**src/rtl/id_branch_hazard_ctrl_pkg.sv**
```systemverilog
// Shared pipeline definitions for the ID-stage branch hazard controller:
// FSM state encoding, the hard-wired zero register, and the producer-hit rule.
package id_branch_hazard_ctrl_pkg;

  typedef enum logic {
    IDLE  = 1'b0,
    HOLD1 = 1'b1
  } hz_state_e;

  localparam logic [4:0] REG_ZERO = 5'd0;

  // r0 is hard-wired, so a write to it never satisfies a consumer.
  function automatic logic reg_hit(input logic       we,
                                   input logic [4:0] wr,
                                   input logic [4:0] r);
    return we & (wr == r) & (r != REG_ZERO);
  endfunction

endpackage

```
**src/rtl/sat_counter.sv**
```systemverilog
// Up-counter that sticks at its all-ones value instead of wrapping.
module sat_counter #(
  parameter int WIDTH = 16
) (
  input  logic             clk,
  input  logic             reset,
  input  logic             inc,
  output logic [WIDTH-1:0] count
);

  logic [WIDTH-1:0] count_q;
  logic [WIDTH-1:0] count_d;

  always_comb begin
    count_d = count_q;
    if (inc && (count_q != {WIDTH{1'b1}})) begin
      count_d = count_q + 1'b1;
    end
  end

  always_ff @(posedge clk or posedge reset) begin
    if (reset) begin
      count_q <= '0;
    end else begin
      count_q <= count_d;
    end
  end

  assign count = count_q;

endmodule

```
**src/rtl/id_branch_hazard_ctrl.sv**
```systemverilog
// ID-stage branch operand hazard control: WB producers are forwarded to the
// comparator, EX producers cost two stall cycles, MEM producers cost one.
module id_branch_hazard_ctrl
  import id_branch_hazard_ctrl_pkg::*;
#(
  parameter int CNT_W = 16
) (
  input  logic             clk,
  input  logic             reset,
  input  logic             Branch_ID,
  input  logic [4:0]       Rs_ID,
  input  logic [4:0]       Rt_ID,
  input  logic             RegWrite_EX,
  input  logic             MemRead_EX,
  input  logic [4:0]       Write_Reg_EX,
  input  logic             RegWrite_MEM,
  input  logic [4:0]       Write_Reg_MEM,
  input  logic             RegWrite_WB,
  input  logic [4:0]       Write_Reg_WB,
  output logic             Forward_C_ID,
  output logic             Forward_D_ID,
  output logic             Stall_ID,
  output logic             Bubble_EX,
  output logic [CNT_W-1:0] Branch_Stall_Cnt
);

  hz_state_e state_q;
  hz_state_e state_d;
  logic      ex_we;
  logic      ex_hit;
  logic      mem_hit;
  logic      stall;

  // A load is only a producer when it also writes the register file, so it
  // reduces to the plain RegWrite_EX case.
  assign ex_we = RegWrite_EX | (MemRead_EX & RegWrite_EX);

  assign Forward_C_ID = Branch_ID & reg_hit(RegWrite_WB, Write_Reg_WB, Rs_ID);
  assign Forward_D_ID = Branch_ID & reg_hit(RegWrite_WB, Write_Reg_WB, Rt_ID);

  always_comb begin
    ex_hit  = Branch_ID & (reg_hit(ex_we, Write_Reg_EX, Rs_ID) |
                           reg_hit(ex_we, Write_Reg_EX, Rt_ID));
    mem_hit = Branch_ID & (reg_hit(RegWrite_MEM, Write_Reg_MEM, Rs_ID) |
                           reg_hit(RegWrite_MEM, Write_Reg_MEM, Rt_ID));
    state_d = state_q;
    stall   = 1'b0;
    case (state_q)
      IDLE: begin
        // EX dominates: its result is two stages from WB, covering any MEM hit.
        if (ex_hit) begin
          stall   = 1'b1;
          state_d = HOLD1;
        end else if (mem_hit) begin
          stall   = 1'b1;
        end
      end
      HOLD1: begin
        stall   = 1'b1;
        state_d = IDLE;
      end
      default: begin
        state_d = IDLE;
      end
    endcase
  end

  always_ff @(posedge clk or posedge reset) begin
    if (reset) begin
      state_q <= IDLE;
    end else begin
      state_q <= state_d;
    end
  end

  assign Stall_ID  = stall;
  assign Bubble_EX = stall;

  sat_counter #(
    .WIDTH(CNT_W)
  ) u_stall_cnt (
    .clk  (clk),
    .reset(reset),
    .inc  (stall),
    .count(Branch_Stall_Cnt)
  );

endmodule

```
**config.mk**
```make
export PLATFORM = sky130hd
export DESIGN_NAME = id_branch_hazard_ctrl
export DESIGN_NICKNAME = d
export VERILOG_FILES = /design/src/rtl/id_branch_hazard_ctrl_pkg.sv /design/src/rtl/sat_counter.sv /design/src/rtl/id_branch_hazard_ctrl.sv
export SDC_FILE = /design/constraint.sdc
export NUM_CORES = 1
export LEC_CHECK = 0
export CORE_ASPECT_RATIO = 2
export CORE_MARGIN = 2
export CORE_UTILIZATION = 38
export CTS_CLUSTER_DIAMETER = 120
export DETAILED_ROUTE_END_ITERATION = 10
export PLACE_DENSITY = 0.78
export SLEW_MARGIN = 20
export SYNTH_ARGS = -nofsm -noshare
export SYNTH_HDL_FRONTEND = slang
export SYNTH_SLANG_ARGS = --single-unit
```
**constraint.sdc**
```tcl
create_clock -name clk -period 2.15 [get_ports clk]
set_clock_uncertainty 0.1 [all_clocks]
set_input_delay 0.3225 -clock clk [delete_from_list [all_inputs] [get_ports clk]]
set_output_delay 0.3225 -clock clk [all_outputs]
set_load 0.05 [all_outputs]
```
== Yosys cells after proc, flatten, opt, wreduce, memory -nomap -nowiden ==
Index checks and enable logic that the tools add are counted.

* Bits in registers: 17
* Bits of input ports: 32
* Output and inout port bits: 20
* Word-level logic and storage cells: 39

* Add/subtract/negate cells: 1
* Eq/ne operators: 7
* Multiplexer cells: 5
* Bitwise gates (word level): 21
* Reductions and logical operators: 3

{| class="wikitable"
|+ Operators by type and width
! cell !! count
|-
| $eq A5 B5 Y1 || 6
|-
| $and A1 B1 Y1 || 17
|-
| $add A16 B1 Y16 const B || 1
|-
| $ne A16 B16 Y1 const B || 1
|-
| $reduce_bool A5 Y1 || 2
|-
| $pmux W1 S2 || 2
|-
| $mux W1 || 3
|-
| $or A1 B1 Y1 || 3
|-
| $logic_and A1 B1 Y1 || 1
|-
| $not A1 Y1 || 1
|}

== Logic depth before layout (Yosys ltp) ==
* Depth after elaboration: 9
* Gate-level depth with buffers: 8
* Depth with buffers taken out: 7

== Modules after synthesis ==
Synthesis repeated with hierarchy kept, for this count alone.

* Cells, all modules: 128
* Area, all modules: 1,247.4 sq um

{| class="wikitable"
|+ Modules (own cells, without submodules)
! module !! times used !! cells each !! area each (sq um)
|-
| sat_counter || 1 || 71 || 805.8
|-
| id_branch_hazard_ctrl || 1 || 57 || 441.7
|}

== Worst setup path before layout ==
No wires, ideal clock.

* Kind: input to output
* From: input port Rs_ID[1]
* To: output port Stall_ID
* Arrival: 2.101 ns
* Setup slack: -0.373 ns
* Stages on the path: 8
* Buffers on the path: 2
* Cells stage by stage: or4_1 -> nor2_2 -> nor2_1 -> a41oi_1 -> o311a_2 -> buf_6 -> inv_1 -> buf_4

* Word-level cells in the longest chain between the ends: 8
* Elaborated cells between the ends (all ways): 14
* Classes of those cells: eq/ne (2); mux (3); bitwise (8); reduce/logical (1)

{| class="wikitable"
|+ Ends and longest elaborated chain
! element !! line !! text
|-
| from (decl) || id_branch_hazard_ctrl.sv:11 || <nowiki>input logic [4:0] Rs_ID,</nowiki>
|-
| $eq A5 B5 Y1 || id_branch_hazard_ctrl_pkg.sv:16 || <nowiki>return we & (wr == r) & (r != REG_ZERO);</nowiki>
|-
| $and A1 B1 Y1 (2 in a row) || id_branch_hazard_ctrl_pkg.sv:16 ||
|-
| $or A1 B1 Y1 || id_branch_hazard_ctrl.sv:44 || <nowiki>mem_hit = Branch_ID & (reg_hit(RegWrite_MEM, Write_Reg_MEM, Rs_ID) |</nowiki>
|-
| $and A1 B1 Y1 || id_branch_hazard_ctrl.sv:44 ||
|-
| $mux W1 || id_branch_hazard_ctrl.sv:54 || <nowiki>end else if (mem_hit) begin</nowiki>
|-
| $mux W1 * || id_branch_hazard_ctrl.sv:51 || <nowiki>if (ex_hit) begin</nowiki>
|-
| $pmux W1 S2 * || id_branch_hazard_ctrl.sv:48 || <nowiki>case (state_q)</nowiki>
|-
| to (decl) || id_branch_hazard_ctrl.sv:22 || <nowiki>output logic Stall_ID,</nowiki>
|}

Mark *: on every way between the ends. The rest lies on a longest branch, timed or not.

== Final worst setup path ==
* From: input port Rt_ID[3]
* To: output port Stall_ID

* Word-level cells in the longest chain between the ends: 8
* Elaborated cells between the ends (all ways): 14
* Classes of those cells: eq/ne (2); mux (3); bitwise (8); reduce/logical (1)

{| class="wikitable"
|+ Ends and longest elaborated chain
! element !! line !! text
|-
| from (decl) || id_branch_hazard_ctrl.sv:12 || <nowiki>input logic [4:0] Rt_ID,</nowiki>
|-
| $eq A5 B5 Y1 || id_branch_hazard_ctrl_pkg.sv:16 ||
|-
| $and A1 B1 Y1 (2 in a row) || id_branch_hazard_ctrl_pkg.sv:16 ||
|-
| $or A1 B1 Y1 || id_branch_hazard_ctrl.sv:44 ||
|-
| $and A1 B1 Y1 || id_branch_hazard_ctrl.sv:44 ||
|-
| $mux W1 || id_branch_hazard_ctrl.sv:54 ||
|-
| $mux W1 * || id_branch_hazard_ctrl.sv:51 ||
|-
| $pmux W1 S2 * || id_branch_hazard_ctrl.sv:48 ||
|}

Marked as above.

==> impl_metrics.csv <==
group,metric,value,unit
logic_synthesis,postSynthCellCount,124,
logic_synthesis,syn-num-nets,157,
setup_path,r2r_slack,-0.03,ns
sta,tightest_slew,0.664,ns
placed_design,post-dp-hpwl,3.12,mm
pwr,power,1.16,mW
setup_path,critPathMaxFanout,3,
placed_design,place_area,1890,um2
setup_path,critical_path_class,"in2out",
setup_path,required,1.73,ns
die,dieArea,3710,um2
cts,cts_tree,"built",
logic_synthesis,yosys_warnings,0,
outcome,status,"complete, but fails checks",
detailed_routing,drt-total-wl,4.42,mm
die,die_y,84.1,um
cells_and_area,drive_above_1_share,0.373,
logic_synthesis,synth_area,1220,um2
placed_design,routabilityCongestion,1.02,
setup_path,cp-end-kind,"output port",
cts,root_buffer,"clkbuf_8",
outcome,violations,"setup timing",
cts,cts.path.max_buffers,2,
logic_synthesis,synthTopCellsByArea,"dfrtp_1, xnor2_1, xor2_1",
min_path,whs_path_depth,1,
sta,relSlewSlack,0.557,
pwr,p_leak,1.01,nW
min_path,hold_path_end,"state_q$_DFF_PP0_",
detailed_routing,first_pass_iters,4,
cells_and_area,fin_nets,238,
setup_path,r2r_cells,6,
sta,layout_setup_ws,-0.143,ns
placed_design,io_buffers,50,
setup_path,r2r-end,"u_stall_cnt.count[15]$_DFFE_PP0P_",
sta,hold_viol,0,
detailed_routing,via_count,1300,
cts,cts.sinks,17,
cts,clk_pin_slew,0.06,ns
cts,cts_buffers,3,
detailed_routing,dr.first_iter.drc_count,33,
sta,fin_crit_sh,1.07,
cts,htreeDepth,1,
global_routing,grt_pass1_wl,6.63,mm
sta,fmax,0.436,GHz
sta,tns,-1.96,ns
min_path,min_path_type,"reg2reg",
global_routing,antenna_found_initial,0,
die,start_util,0.391,
logic_synthesis,synth_area_per_cell,9.84,um2
die,pin_count,52,
sta,drv_slew,0,
sta,fin_crit,2.29,ns
min_path,holdCritStartpoint,"state_q$_DFF_PP0_",
logic_synthesis,yosysSeqAreaShare,0.349,
die,num_rows,29,
cts,clk_latency,0.26,ns
global_routing,grt_pass1_vias,1467,
die,die_x,44.1,um
pwr,p_per_area,524,nW/um2
setup_path,reg2reg_from,"u_stall_cnt.count[1]$_DFFE_PP0P_",
detailed_routing,vias_per_cell,5.53,
detailed_routing,wire_per_inst,18.8,um
setup_path,cp.arrival,1.87,ns
pwr,ir_drop,0.000600,V
detailed_routing,antenna_left,0,
die,core_area,3120,um2
global_routing,grt_max_degree,18,
logic_synthesis,yosys_register_bits,17,
cells_and_area,syn_to_final_growth,80.8,%
logic_synthesis,synthDistinctLibCells,27,
sta,whs,0.350,ns
detailed_routing,drcViolationCount,0,
cells_and_area,diodes,0,
cts,hold_buffers,0,
cells_and_area,postLayoutCellArea,2210,um2
logic_synthesis,yosysTopAreaCellShare,0.349,
logic_synthesis,yosysTopAreaCell,"dfrtp_1",
placed_design,post-place-ws,-0.653,ns
global_routing,overflow,0,
run,maxCapViolations,0,
sta,rsz0062_at_grt,"yes",
global_routing,grt_use_total,0.243,
sta,setup_violations,17,
setup_path,cp-start-kind,"input port",
[logic make-up after synthesis]
family / share of synthesized area
xor+xnor: 0.316
buf+inv: 0.0215
flops: 0.349
mux: 0.0246
fa+ha+maj: 0.0103
compound gates: 0.0226
simple gates: 0.256
[critical path, cell delays in order]
cell and delay (ns):
buf_8 0.10, or4_4 0.56, nor2_4 0.11, nor4_2 0.05, o211ai_1 0.26, o311a_4 0.28
inv_4 0.05, buf_8 0.14
[cell type report]
cell class                 instances  area [um2]
clock buffer                       4        45.0
fill                             229         915
inverter                           2        10.0
multi-input combinational        103         957
sequential                        17         432
tap                               31        38.8
timing repair buffer              78         723
[worst max-delay path by stage]
stage / end / startpoint / depth (start not counted)
global placement: Stall_ID / Rt_ID[3] / 8
detailed placement: u_stall_cnt.count[14]$_DFFE_PP0P_ / Rs_ID[2] / 9
CTS: Stall_ID / Rs_ID[3] / 8
floorplan: Stall_ID / Rs_ID[1] / 8
finish: Stall_ID / Rt_ID[3] / 8
global route: Stall_ID / Rt_ID[3] / 8
[cells in the final DEF (no fill, tap or decap), drive strengths merged]
cell type / synthesis / routed
a41oi: 1 / 1
and3: 1 / 1
buf: 2 / 39
clkbuf: 0 / 7
clkdlybuf4s50: 0 / 26
dfrtp: 17 / 17
dlygate4sd2: 0 / 10
ha: 1 / 1
inv: 2 / 2
mux2: 2 / 2
nand2: 4 / 4
nand2b: 2 / 2
nand3: 11 / 11
nand4: 6 / 6
nor2: 7 / 7
nor3: 9 / 9
nor4: 5 / 5
nor4b: 4 / 4
o211ai: 1 / 1
o311a: 1 / 1
or2: 1 / 1
or3: 1 / 1
or4: 2 / 2
xnor2: 26 / 26
xor2: 18 / 18
[power breakdown]
group          total (mW)  switching [mW]  internal (mW)
Sequential          0.402          0.0428          0.359
Combinational       0.510           0.283          0.227
Clock               0.244           0.112          0.132
Total                1.16           0.438          0.718
[state kept, by name, indices dropped and copies added (netlist names)]
| signal | cells |
|---|---|
| u_stall_cnt.count | 16 |
| state_q | 1 |
[synthesized netlist by cell type]
| library cell | n |
|---|---|
| nand2_1 | 4 |
| nand3_1 | 11 |
| nor2_4 | 1 |
| and3_1 | 1 |
| mux2_4 | 2 |
| xnor2_1 | 26 |
| buf_6 | 1 |
| ha_1 | 1 |
| o311a_2 | 1 |
| or3_1 | 1 |
| nor4_1 | 5 |
| nand2b_1 | 2 |
| buf_4 | 1 |
| inv_1 | 2 |
| dfrtp_1 | 17 |
| nand4_1 | 6 |
| or2_2 | 1 |
| or4_4 | 1 |
| nor3_2 | 1 |
| xor2_1 | 18 |
| a41oi_1 | 1 |
| nor2_2 | 2 |
| o211ai_1 | 1 |
| nor2_1 | 4 |
| nor3_1 | 8 |
| or4_1 | 1 |
| nor4b_1 | 4 |
[routing by layer]
metal	routed length, um	share of wire	vias up	GRT usage
met4	270	0.061	0	0.149
met3	300	0.068	20	0.0430
met5	0	0	-	0
li1	-	-	599	-
met1	1450	0.33	601	0.228
met2	2400	0.54	80	0.448
[per-stage QoR]
step	utilization	instances
2_1_floorplan	-	124
3_3_place_gp	0.604	222
3_5_place_dp	0.604	222
4_1_cts	0.682	231
5_1_grt	0.707	235
6_report	0.707	235
[what timing repair did]
item | in CTS | in global routing
buffers inserted | 5 | 3
resized for setup | 81 | 12
gates cloned | 0 | 1
pin swaps | 18 | 17
endpoints found under the setup margin | 20 | 18
hold endpoints to repair | 0 | 0
(Power assumes the default switching activity.)
==> patch 1, RTL diff (config.mk and constraints unchanged) <==
Reset style: synchronous (`reset`), changed in 2 clocked blocks.
--- a/src/rtl/sat_counter.sv
+++ b/src/rtl/sat_counter.sv
@@ -18,7 +18,7 @@
     end
   end
 
-  always_ff @(posedge clk or posedge reset) begin
+  always_ff @(posedge clk) begin
     if (reset) begin
       count_q <= '0;
     end else begin
--- a/src/rtl/id_branch_hazard_ctrl.sv
+++ b/src/rtl/id_branch_hazard_ctrl.sv
@@ -65,7 +65,7 @@
     endcase
   end
 
-  always_ff @(posedge clk or posedge reset) begin
+  always_ff @(posedge clk) begin
     if (reset) begin
       state_q <= IDLE;
     end else begin
Behaviour: differs if reset is asserted again (counterexample within 4 cycles, from zero or initial values and one cycle with reset high); with reset held inactive, the same outputs for 10 cycles.
==> patch 1 against the original RTL <==
- the flow still finishes with violations (setup timing)
- worst setup slack got worse by 32 ps
- synthesized area rose by 0.21%
- routed wire length fell by 0.48%
- register-to-register slack improved by 130 ps
- sequential share of layout area fell by 2.2 points
- design area fell by 2.0%
- sequential cell count did not move
- highest routed layer unchanged
Power is not compared: it rests on default switching activity, and its combinational part moved more than twofold at a synthesized area within 25%.
==> patch 1: results <==
routing:
  vias: 1511
  drt_iter0_markers: 43
hold_path:
  hold_depth: 2
  hold_start: "u_stall_cnt.count[10]"
  holdPathEnd: "u_stall_cnt.count[10]"
finish:
  fin_nets: 259
setup_path:
  slowest_delay_ps: 470
  arrival_ps: 1900
  slowest_stage: "clkdlybuf4s50_1"
  rr_endpoint: "u_stall_cnt.count[0]"
logic_synthesis:
  syn_nets: 181
  yosysSeqAreaShare: 0.278
  synth.distinct_cells: 35
  synth-async-reset-ratio: 0
status:
  status: "complete, but fails checks"
  violations: "setup timing"
global_route:
  grt_pass1_vias: 1600
  grt_pass1_wl_um: 6910
  grtUsageMet1: 0.205
sta:
  setup_viol: 3
  setup_ws_ps: -176
place:
  place_area_mm2: 0.00200
  dpl.hpwl_um: 3360
  gp_congestion: 0.889
  dpl_worst_slack_ps: -688
[patch 1: stage by stage]
step / hold WS (ps) / instances / setup TNS, ps
after floorplan: 298 / 148 / -3.57
after global placement: 313 / 248 / -8890
after detailed placement: 326 / 248 / -10300
after CTS: 359 / 255 / -1350
after global routing: 420 / 256 / -995
final: 407 / 256 / -376
[patch 1: what timing repair did]
| action | 4_1_cts | 5_1_grt |
|---|---|---|
| endpoints found under the setup margin | 20 | 19 |
| pin swaps | 13 | 12 |
| gates resized for setup | 51 | 35 |
| hold buffers | 0 | 0 |
| buffers inserted | 3 | 1 |
[patch 1: cell type report]
class | instances | area [µm²] | area share
Inverter | 4 | 15.0 | 0.00694
Timing Repair Buffer | 78 | 702 | 0.325
Clock buffer | 4 | 45.0 | 0.0208
Sequential cell | 17 | 375 | 0.174
Multi-Input combinational cell | 122 | 986 | 0.456
Tap cell | 31 | 38.8 | 0.0179
[patch 1: cells by family (layout without fill, tap and decap cells)]
| kind of cell | after synthesis | in the layout | share of synthesized area |
|---|---|---|---|
| AND/OR/NAND/NOR | 60 | 60 | 0.267 |
| XOR/XNOR | 33 | 33 | 0.236 |
| buffers and inverters | 9 | 86 | 0.0379 |
| AO/OA/AOI/OAI | 25 | 25 | 0.143 |
| flip-flops | 17 | 17 | 0.278 |
| multiplexers | 3 | 3 | 0.0266 |
| adder cells (fa/ha/maj) | 1 | 1 | 0.0102 |
[patch 1: power by group]
| group | internal (W) | total [W] | switching, W |
|---|---|---|---|
| combinational | 0.000117 | 0.000223 | 0.000106 |
| clock | 0.000132 | 0.000243 | 0.000112 |
| sequential | 0.000307 | 0.000309 | 0.00000219 |
[patch 1: metal layers]
metal / wire [µm] / up-vias
met2: 2520 / 80
li1: - / 693
met4: 384 / 0
met5: 0 / -
met3: 183 / 26
met1: 1310 / 712
[patch 1: worst max path at each step]
stage	startpoint	to	cells past startpoint
3_3_place_gp	Rs_ID[4]	u_stall_cnt.count[9]	8
4_1_cts	Rs_ID[2]	Bubble_EX	9
6_report	Branch_ID	Bubble_EX	7
5_1_grt	Write_Reg_MEM[2]	Bubble_EX	8
2_1_floorplan	u_stall_cnt.count[7]	u_stall_cnt.count[1]	9
3_5_place_dp	Rs_ID[4]	u_stall_cnt.count[9]	8
[patch 1: worst register-to-register path: stages (launching register included)]
cell and delay [ps]:
dfxtp_4 380, ha_2 210, nand3_2 110, or4_4 560
o21ai_4 190, buf_6 180, xor2_1 170, nor2_1 50
==> patch 2, RTL diff (same flow settings) <==
Made on the original files. `CNT_W`: 16 -> 20.
--- a/src/rtl/id_branch_hazard_ctrl.sv
+++ b/src/rtl/id_branch_hazard_ctrl.sv
@@ -3,7 +3,7 @@
 module id_branch_hazard_ctrl
   import id_branch_hazard_ctrl_pkg::*;
 #(
-  parameter int CNT_W = 16
+  parameter int CNT_W = 20
 ) (
   input  logic             clk,
   input  logic             reset,
Ports: changed (resized Branch_Stall_Cnt); port bits go from 52 to 56. No check against the original RTL was run, so the function may have changed too.
==> patch 2 against the original RTL <==
- worst setup slack better by 160 ps
- total power up 4.1%
- routed wire length rose by 6.3%
- design area grew 7.8%
- combinational power is 6.9% lower
- global-route usage fell by 0.11 points
- sequential cell count increased by 4
- synthesized area increased by 11%
- first-iteration DRC count shrank 27%
- critical endpoint unchanged
- largest cell class unchanged
- largest power group is now registers
==> patch 2: results <==
status:
  status: "complete, no violations"
finish:
  syn2layout_area_growth_pct: 74.8
  nFlopsAndLatches: 21
  buffer_area_frac: 0.337
  fin_area_mm2: 0.00238
  largest_reg_flops: 20
  drive_above_1_share: 0.345
  sh_seq_area: 0.222
  clkCellAreaFrac: 0.0189
  multi_input_area_share: 0.393
  num-fill-cells: 261
  signal_buffers: 85
  multi_input_comb_cells: 114
logic_synthesis:
  synthAdderAreaFrac: 0.00920
  syn_nets: 172
  synth-compound-area-share: 0.0156
  avgSynthCellArea_um2: 9.78
  synth_common_cells: "xnor2_1, dfrtp_1, nand3_1"
  ys.flop_type: "dfrtp_1"
  synth.distinct_cells: 23
  yosysSeqAreaShare: 0.386
  synth-async-reset-ratio: 1.00
  synthTopCellsByArea: "dfrtp_1, xnor2_1, nand3_1, nand4_1, xor2_1"
  synth_mux_area_frac: 0.00828
  synthXorXnorAreaFrac: 0.316
place:
  dpl_worst_slack_ps: -483
  portBuffers: 54
  dpl.hpwl_um: 3260
  placed_cells: 258
  gp_congestion: 0.729
  place_area_mm2: 0.00209
power:
  p_seq_w: 0.000476
  p_switching_w: 0.000422
  power_frac_seq: 0.395
  max-vdd-ir-drop_uv: 642
  cellLeakagePower_nw: 0.995
  clk-power_w: 0.000252
global_route:
  met2_usage: 0.477
  grt_pass1_wl_um: 7080
  use_met3: 0.0429
  grtUsageMet1: 0.212
  grt_pass1_vias: 1594
  grt_max_degree: 22
  grt.total_usage: 0.242
setup_path:
  arrival_ps: 1710
  slowest_delay_ps: 530
  crit_fanout: 4
routing:
  vias: 1450
  drt_iter0_markers: 24
  met3RoutedLength_um: 367
  maxUsedRoutingLayer: "met4"
  drt-vias-per-instance: 5.29
  wl_um: 4700
  m1WireLength_um: 1460
  route.met2.wl_um: 2720
sta:
  slew_headroom: 0.654
hold_path:
  hp-class: "in -> async"
## patch 2: cell types whose count changed after synthesis, sizes merged, moves of 4 or more
cell | before | now
and3 | 1 | 5
xor2 | 18 | 5
xnor2 | 26 | 44
nand4 | 6 | 10
nand2 | 4 | 9
nor4b | 4 | 0
dfrtp | 17 | 21
nand3 | 11 | 15
## patch 2: timing repair
item                       4_1_cts  5_1_grt
setup endpoints to repair       24       13
cloned                           2        0
buffers inserted                11        0
pin swaps                       17       16
resized for setup               74       18
## patch 2: worst paths after layout
check	startpoint	end	slack, ps	cells after the start
max	Rs_ID[1]	Stall_ID	20	7
min	reset	u_stall_cnt.count[6]	290	3
min in group clk	state_q	state_q	370	1
min reg2reg	state_q	state_q	370	1
max reg2reg	u_stall_cnt.count[0]	u_stall_cnt.count[0]	130	9
max in group asynchronous	reset	u_stall_cnt.count[1]	1430	3
